## src/rtl/alisim_pkg.sv

```systemverilog
// Shared types and constants for the alignment-simulation substitution stage.
package alisim_pkg;
    localparam int NUCL_W = 2;
    localparam int SITES  = 16;
    localparam int PROB_W = 10;
    localparam int POS_W  = 3;
    localparam int ALIG_W = 32;
    localparam int MAT_W  = 160;

    typedef enum logic [1:0] {NUC_A, NUC_C, NUC_G, NUC_T} nucl_e;
    typedef enum logic [1:0] {ST_IDLE, ST_RUN, ST_DONE} state_e;

    // x^16+x^14+x^13+x^11+1 -> taps on bits 15,13,12,10
    localparam logic [15:0] LFSR_TAPS = 16'hB400;

    typedef struct packed {
        logic [ALIG_W-1:0] nucl;
        logic [MAT_W-1:0]  mat;
    } rec_t;

    function automatic logic [PROB_W-1:0] p_entry(input logic [MAT_W-1:0] m,
                                                  input logic [1:0] i,
                                                  input logic [1:0] j);
        return m[(4 * int'(i) + int'(j)) * PROB_W +: PROB_W];
    endfunction
endpackage

```

## src/rtl/nucl_mutator_lfsr16.sv

```systemverilog
// 16-bit Fibonacci LFSR, shifts left, feedback into bit 0; steps only when advance is high.
module lfsr16
    import alisim_pkg::*;
#(
    parameter logic [15:0] SEED = 16'hACE1
) (
    input  logic        clk,
    input  logic        reset,
    input  logic        advance,
    output logic [15:0] q
);
    always_ff @(posedge clk or posedge reset) begin
        if (reset)
            q <= SEED;
        else if (advance)
            q <= {q[14:0], ^(q & LFSR_TAPS)};
    end
endmodule

```

## src/rtl/nucl_mutator.sv

```systemverilog
// Per-lane substitution stage: mutates a 16-site parent chunk one site per cycle
// by sampling each site's transition-matrix row with a shared-free LFSR draw.
module nucl_mutator
    import alisim_pkg::*;
#(
    parameter logic [15:0] SEED   = 16'hACE1,
    parameter int          SITES  = 16,
    parameter int          PROB_W = 10
) (
    input  logic         clk,
    input  logic         reset,
    input  logic         in_valid,
    output logic         in_ready,
    input  logic [2:0]   pos_in,
    input  logic [31:0]  nucl_in,
    input  logic [159:0] matrix_P,
    output logic         out_valid,
    input  logic         out_ready,
    output logic [2:0]   pos_out,
    output logic [31:0]  nucl_out,
    output logic [4:0]   mut_count
);
    state_e            state_q, state_d;
    logic [3:0]        cnt;
    rec_t              rec_q;
    logic              accept, run;
    logic [15:0]       lfsr_q;
    logic              unused_lfsr_hi;
    nucl_e             parent, child;
    logic [PROB_W-1:0] ent;
    logic [2:0][11:0]  eff;
    logic [11:0]       c0, c1, c2, r;

    lfsr16 #(.SEED(SEED)) u_lfsr (
        .clk     (clk),
        .reset   (reset),
        .advance (run),
        .q       (lfsr_q)
    );

    assign unused_lfsr_hi = ^lfsr_q[15:PROB_W];
    assign in_ready  = (state_q == ST_IDLE);
    assign out_valid = (state_q == ST_DONE);

    always_ff @(posedge clk or posedge reset) begin
        if (reset)
            state_q <= ST_IDLE;
        else
            state_q <= state_d;
    end

    always_comb begin
        state_d = state_q;
        accept  = 1'b0;
        run     = 1'b0;
        case (state_q)
            ST_IDLE: if (in_valid) begin
                accept  = 1'b1;
                state_d = ST_RUN;
            end
            ST_RUN: begin
                run = 1'b1;
                if (cnt == 4'(SITES - 1))
                    state_d = ST_DONE;
            end
            ST_DONE: if (out_ready)
                state_d = ST_IDLE;
            default: state_d = ST_IDLE;
        endcase
    end

    // 3FF encodes certainty (1024) so a single-entry row always hits.
    always_comb begin
        parent = nucl_e'(rec_q.nucl[{cnt, 1'b0} +: NUCL_W]);
        ent    = '0;
        eff    = '0;
        for (int j = 0; j < 3; j++) begin
            ent    = p_entry(rec_q.mat, parent, 2'(j));
            eff[j] = (ent == '1) ? 12'd1024 : {2'b00, ent};
        end
        c0 = eff[0];
        c1 = c0 + eff[1];
        c2 = c1 + eff[2];
        r  = {2'b00, lfsr_q[PROB_W-1:0]};
        if (r < c0)      child = NUC_A;
        else if (r < c1) child = NUC_C;
        else if (r < c2) child = NUC_G;
        else             child = NUC_T;
    end

    always_ff @(posedge clk or posedge reset) begin
        if (reset) begin
            cnt       <= '0;
            rec_q     <= '0;
            pos_out   <= '0;
            nucl_out  <= '0;
            mut_count <= '0;
        end else if (accept) begin
            cnt       <= '0;
            rec_q     <= '{nucl: nucl_in, mat: matrix_P};
            pos_out   <= pos_in;
            nucl_out  <= '0;
            mut_count <= '0;
        end else if (run) begin
            cnt                          <= cnt + 4'd1;
            nucl_out[{cnt, 1'b0} +: 2]   <= child;
            mut_count                    <= mut_count + {4'b0, child != parent};
        end
    end
endmodule

```

## config.mk

```make
export PLATFORM = sky130hd
export DESIGN_NAME = nucl_mutator
export DESIGN_NICKNAME = d
export VERILOG_FILES = /design/src/rtl/alisim_pkg.sv /design/src/rtl/nucl_mutator_lfsr16.sv /design/src/rtl/nucl_mutator.sv
export SDC_FILE = /design/constraint.sdc
export NUM_CORES = 1
export LEC_CHECK = 0
export ABC_CLOCK_PERIOD_IN_PS = 7700
export CAP_MARGIN = 20
export CORE_ASPECT_RATIO = 1.75
export CORE_UTILIZATION = 47
export DETAILED_ROUTE_END_ITERATION = 8
export PLACE_DENSITY = 0.75
export REMOVE_ABC_BUFFERS = 1
export SLEW_MARGIN = 0
export SYNTH_ARGS = -nofsm -noshare
export SYNTH_HDL_FRONTEND = slang
export SYNTH_SLANG_ARGS = --single-unit
```

## constraint.sdc

```tcl
create_clock -name clk -period 7.7 [get_ports clk]
set_input_delay 2.31 -clock clk [delete_from_list [all_inputs] [get_ports clk]]
set_output_delay 2.31 -clock clk [all_outputs]
set_load 0.01 [all_outputs]
```

==> metrics.md, run 1 <==
| Metric | Value |
|---|---|
| Max stage delay on crit path | 0.56 ns |
| PortBufs | 200 |
| CP Capture Type | flop |
| Htree depth | 1 |
| Placed Instance Area | roughly 14000 sq um |
| Skew-Pair Late Insertion Delay | ~0.5 ns |
| Slew headroom | between 20% and 30% |
| Tcrit/Tclk final | 100.5% |
| Synthesized area per cell | roughly 8 sq um |
| Fill cells | just over 2000 |
| Clock Tree Buf Depth | 3 |
| Seq/Total Area, Yosys | a little under half |
| Nets@finish | between 1500 and 2000 |
| Min Tclk post-route | between 7 and 8 ns |
| Worst-margin pin slew | approximately 1.1 ns |
| Synth Instances | between 1000 and 1500 |
| Worst Setup Path Type | reg2reg |
| Register area | approximately 5400 sq um |
| Worst path most repeated cell | ha_4 |
| Layout cells sized above 1 | 13.97% |
| GR Util All Layers | between 20 and 30% |
| Final cell count without fillers | ~2000 |
| Initial antenna violation count | 1 |
| Site Rows | 75 |
| Starting Density | approximately half |
| RSZ-0062 raised after global routing | yes |
| Via count | roughly 10000 |
| Max Cap Viol | 0 |
| Half-perimeter wire length after placement | about 22000 um |
| Post-synth cell types | 63 |
| Clock Pin Slew Worst Setup and Hold Paths | about 0.06 ns |
| Mapped cell area | about 12000 sq um |
| CP required | 8.12 ns |
| Total of warnings raised by yosys | 0 |
| Design area | between 15000 and 20000 sq um |
| Number of flops mapped to enable cells by yosys | 0 |
| Area grow syn2layout | 35.29% |
| Die area | about 25000 sq um |
| Final setup margin | -0.03663 ns |
| Pins Over Slew Limit | 0 |
| Top_reg_cell synth | dfrtp_1 |
| CTS tree | done |
| Slowest-stage cell, CP | mux4_2 |
| CP Max Fanout | 6 |
| Drt total wl | 31370 um |
| Clk sink count | 214 |
| Cts-stage hold buffer count | 0 |
| Cells after DPL | around 1900 |
| Area of the core | about 24000 sq um |
| Top cells by area, synth | dfrtp_1, nand2_1, ha_1 |
| Failing checks | setup timing |
| DRC | 0 |
| Most frequent cells in the layout | nand2_1, dfrtp_1, clkdlybuf4s50_1 |
| CP bufs+invs | 6 |
| Hold WC Path Type | reg2reg |
| Arrival time worst endpoint | 8.16 ns |
| Worst clock skew | between 0.015 and 0.02 ns |
| Die Height | 209.3 um |
| Fmax achieved | 0.1293 GHz |
| First-pass GRT wire length | about 50000 um |
| Synth area leader | dfrtp_1 |
| TritonCTS buffer count | 21 |
| Final setup fails | 1 |
| Post-synth top area share | between 40 and 50% |
| Vias in the first global route | approximately 11000 |
| Horiz. Die Dim | ~120 um |
| Total gr overflow | 0 |
| Fin. Hold Viols | 0 |
| Routed wire per std cell | ~16 um |
| Asr flop ratio synth | 100.0% |
| Status | finished, violations left |
| Pre-Repair DR Iteration Count | 7 |
| Via-per-instance ratio | 5.306 |
| Area of the multi-input gates | slightly above 6000 sq um |
| Startpoint types | flop |
| Ports | about 240 |
| Synth Register Bits | between 200 and 250 |
| DRT antenna net count | 0 |
| Most common cell after layout, fill and taps aside | nand2_1 |
| Placer congestion estimate | between 0.9 and 1 |
| Largest net degree at the start of global routing | approximately 140 |
| CTS root buf | clkbuf_16 |
| CP delay by family, top | compound AO/OA/AOI/OAI gates |
| DR iter-0 viols | 634 |
## registers in the layout, indices dropped and copies added (netlist names)
register	cells
pos_out	3
rec_q	152
mut_count	5
nucl_out	32
state_q	2
u_lfsr.q	16
cnt	4
## cell usage after synthesis (3+ instances only)
| library cell | count |
|---|---|
| clkbuf_1 | 53 |
| a31oi_1 | 20 |
| mux4_2 | 9 |
| xnor2_1 | 19 |
| nand2_1 | 650 |
| a211oi_1 | 3 |
| nand4_1 | 9 |
| nor3_1 | 15 |
| xor2_1 | 5 |
| or3_1 | 4 |
| and2_1 | 18 |
| buf_2 | 6 |
| a21oi_1 | 29 |
| o21bai_1 | 3 |
| inv_1 | 33 |
| buf_1 | 8 |
| nor2b_1 | 14 |
| mux2_2 | 6 |
| o21ai_1 | 5 |
| o31ai_1 | 3 |
| ha_1 | 49 |
| nor2_1 | 24 |
| mux2i_1 | 30 |
| nand3_1 | 40 |
| dfrtp_1 | 206 |
| o22ai_1 | 4 |
| a21o_1 | 11 |
| o211ai_1 | 3 |
| nand2b_1 | 6 |
| and3_1 | 23 |
| o21a_1 | 3 |
| o21ai_0 | 43 |
| dfstp_2 | 8 |
## tightest hold or removal path: cells and delay by family, from the launching register on
kind             cells  cell delay, ns
DFF                  1            0.38
and+or+nand+nor      2            0.09
## final timing paths
kind                            cells after the start  slack (ns)         start      endpoint
worst min-delay path                                2        0.47  u_lfsr.q[10]  u_lfsr.q[11]
worst min register to register                      2        0.47  u_lfsr.q[10]  u_lfsr.q[11]
min in group asynchronous                           2        2.38         reset    rec_q[143]
worst max-delay path                               38       -0.04        cnt[0]  mut_count[4]
worst max register to register                     38       -0.04        cnt[0]  mut_count[4]
max in group asynchronous                           3        3.95         reset      rec_q[2]
## timing repair
item,4_1_cts,5_1_grt
setup endpoints to repair,5,21
resized for setup,25,60
pin swaps,7,21
gates cloned,2,0
buffers inserted,2,6
## layout make-up
cell class,instances,area share [%]
Multi-Input combinational cell,1086,39.40
Sequential cell,214,34.37
Timing Repair Buffer,301,18.77
Clock buffer,26,3.677
Tap cell,308,2.468
Inverter,33,0.8412
Clock inverter,8,0.4567
Antenna cell,1,0.01602
## logic make-up after synthesis
group / Yosys count / share of synthesized area [%]
mux: 46 / 5.073
compound gates: 147 / 7.945
flops: 214 / 46.48
simple gates: 815 / 29.21
fa+ha+maj: 54 / 5.929
buf+inv: 103 / 3.544
xor+xnor: 24 / 1.821
## per-layer routing
metal	vias up	GRT usage [%]	wire [um]
li1	5098	-	-
met1	5025	26.71	11410
met2	272	47.78	17290
met3	94	2.554	1058
met4	0	12.52	1618
met5	-	0	0
## metrics by stage
stage / utilization, % / hold slack, ns / TNS [ns] / worst slack, ns
6_report: 65.01 / 0.4666 / -0.03663 / -0.03663
2_1_floorplan: - / 0.4393 / -94.90 / -0.6488
3_3_place_gp: 59.99 / 0.4491 / -0.3676 / -0.1410
5_1_grt: 65.01 / 0.4946 / -1.866 / -0.3643
4_1_cts: 63.44 / 0.4733 / 0 / 0.001342
3_5_place_dp: 59.99 / 0.4579 / -0.7596 / -0.2640
Power of run 1 is left out: the tool's default activity adds up to more than one toggle a clock period on the data nets, which glitch-free logic cannot reach.
==> run 2: changes to the inputs <==
--- a/config.mk
+++ b/config.mk
@@ -9,6 +9,7 @@
 export CAP_MARGIN = 20
 export CORE_ASPECT_RATIO = 1.75
 export CORE_UTILIZATION = 47
+export CTS_CLUSTER_DIAMETER = 40
 export DETAILED_ROUTE_END_ITERATION = 8
 export PLACE_DENSITY = 0.75
 export REMOVE_ABC_BUFFERS = 1
==> run 2 against run 1 <==
  * Largest cell class unchanged
  * Critical path depth increased by 1
  * Worst setup slack worse by 0.16 ns
  * Register-to-register slack lost 0.16 ns
  * Count of clock-buffer cells in the layout increased by 2
  * The flow still finishes with violations (setup timing)
  * Sequential share of layout area fell by 0.73 points
  * Die area unchanged
  * Highest routed layer unchanged
==> metrics.md, run 2 (synthesis results as in run 1) <==
| Metric | Value |
|---|---|
| Nets@finish | 1924 |
| First-pass GRT wire length | ~51000 um |
| Horiz. Die Dim | 120.5 um |
| Drt total wl | between 30000 and 40000 um |
| Biggest regs | rec_q: 152 flops, nucl_out: 32 flops, u_lfsr.q: 16 flops |
| Worst Hold Launch | rec_q[177] |
| Clock Pin Slew Worst Setup and Hold Paths | approximately 0.070 ns |
| Initial antenna violation count | 0 |
| Max reg flops | 152 |
| Layout cells sized above 1 | 15.02% |
| CP delay by family, top | compound AO/OA/AOI/OAI gates |
| Cts-stage hold buffer count | 0 |
| Worst clock skew | ~0.023 ns |
| Routing usage on met1 | 26.81% |
| Slew headroom | 29.23% |
| Worst-margin pin slew | between 1 and 1.5 ns |
| Total gr overflow | 0 |
| Most Crowded Layer GR | met2 |
| Ports | around 240 |
| Critical Path Source | cnt[0] |
| Pre-Repair DR Iteration Count | 5 |
| Routed wire per std cell | 15.98 um |
| RSZ-0062 raised after global routing | yes |
| Max Cap Viol | 0 |
| Worst r2r dst | mut_count[2] |
| CP required | 8.09 ns |
| Design area | between 15000 and 20000 sq um |
| Startpoint types | flop |
| CP bufs+invs | 6 |
| Worst hold path cell count | 2 |
| TritonCTS buffer count | 24 |
| Reg2Reg Launch Point | cnt[0] |
| Cells after DPL | between 1500 and 2000 |
| Fmax achieved | 0.1266 GHz |
| Htree depth | 1 |
| Stages on worst setup path | 39 |
| Clk sink count | 214 |
| GR Util All Layers | 25.14% |
| Via count | approximately 11000 |
| Die Height | 209.3 um |
| Hold WC Path Type | reg2reg |
| Final Util | 66.42% |
| Worst Setup Path Type | reg2reg |
| Largest net degree at the start of global routing | 139 |
| # diodes | 0 |
| Starting Density | between 40% and 50% |
| Hold EP | rec_q[177] |
| Max stage delay on crit path | 0.57 ns |
| Final cell count without fillers | 1999 |
| Site Rows | 75 |
| Tcrit/Tclk final | 102.6% |
| CP Max Fanout | 6 |
| Skew-Pair Late Insertion Delay | 0.54 ns |
| Half-perimeter wire length after placement | 21570 um |
| Vias in the first global route | around 11000 |
| CP Capture Type | flop |
| PortBufs | 200 |
| Met3 usage | ~2.3% |
| Most frequent cells in the layout | nand2_1, dfrtp_1, clkdlybuf4s50_1 |
| Register-to-register setup slack | -0.20 ns |
| Fin. Hold Viols | 0 |
| CTS root buf | clkbuf_16 |
| Worst Reg2Reg Path Length in Cells | 39 |
| Clock Tree Buf Depth | 3 |
| Status | finished, violations left |
| Pins Over Slew Limit | 0 |
| Largest Register | rec_q |
| Most common cell after layout, fill and taps aside | nand2_1 |
| CTS tree | done |
| DRT antenna net count | 0 |
| Die area | ~25000 sq um |
| Slowest-stage cell, CP | mux4_2 |
| M2 GR Usage | between 40% and 50% |
| Min Tclk post-route | between 7 and 8 ns |
| Final setup fails | 4 |
| Placer congestion estimate | about 0.95 |
| Failing checks | setup timing |
| Arrival time worst endpoint | around 8.3 ns |
| Placed Instance Area | 14410 sq um |
| Area grow syn2layout | 38.23% |
| DR iter-0 viols | slightly below 700 |
| DRC | 0 |
| Via-per-instance ratio | ~5.3 |
| Final setup margin | -0.1982 ns |
| Area of the core | 24020 sq um |
[run 2: cell types whose count changed in the layout (fill, tap and decap cells not counted), moves of 4 or more]
cell	before	now
a21oi_1	23	27
o21ai_1	14	9
a21oi_2	7	3
a31oi_1	7	3
o21ai_0	33	38
buf_4	87	100
a31oi_4	1	5
clkbuf_16	21	25
and3_1	21	17
and3_4	2	6
[run 2: final cells by class]
type / instances / area (sq um)
multi-input combinational: 1086 / 6141
inverter: 33 / 133.9
clock inverter: 15 / 229.0
clock buffer: 28 / 645.6
fill: 1980 / 8066
sequential: 214 / 5368
timing repair buffer: 315 / 3054
tap: 308 / 385.4
[run 2: worst max-delay path by stage]
stage	endpoint	slack, ns
CTS	mut_count[4]	0.006
global placement	mut_count[4]	-0.14
finish	mut_count[2]	-0.20
detailed placement	mut_count[4]	-0.26
floorplan	mut_count[1]	-0.65
global route	mut_count[2]	-0.56
[run 2: repair_timing]
item,in CTS,in global routing
cloned,2,1
pin swaps,9,28
setup buffers,12,10
endpoints found under the setup margin,5,9
gates resized for setup,26,53
[run 2: metrics by stage]
stage | TNS (ns) | hold WS, ns | worst slack, ns
floorplan | -94.90 | 0.4393 | -0.6488
finish | -0.6551 | 0.4699 | -0.1982
global route | -2.731 | 0.4902 | -0.5620
detailed placement | -0.7596 | 0.4579 | -0.2640
global placement | -0.3676 | 0.4491 | -0.1410
CTS | 0 | 0.4740 | 0.006006
[run 2: metal layers]
metal / routed length (um) / share of wire (%)
met1: 11470 / 36
met2: 17710 / 55
met3: 1062 / 3.3
met4: 1709 / 5.3
met5: 0 / 0
[run 2: worst register-to-register path, delay by kind of cell, from the launching register on]
kind                       cells  cell delay [ns]
AOI/OAI and AO/OA             14             2.61
buffers and inverters          6             0.70
adders and majority gates      5             0.99
and+or+nand+nor               10             1.49
DFF                            1             0.48
xor gates and xnor gates       2             0.38
muxes                          2             1.12
Power of run 2 is left out for the same reason.
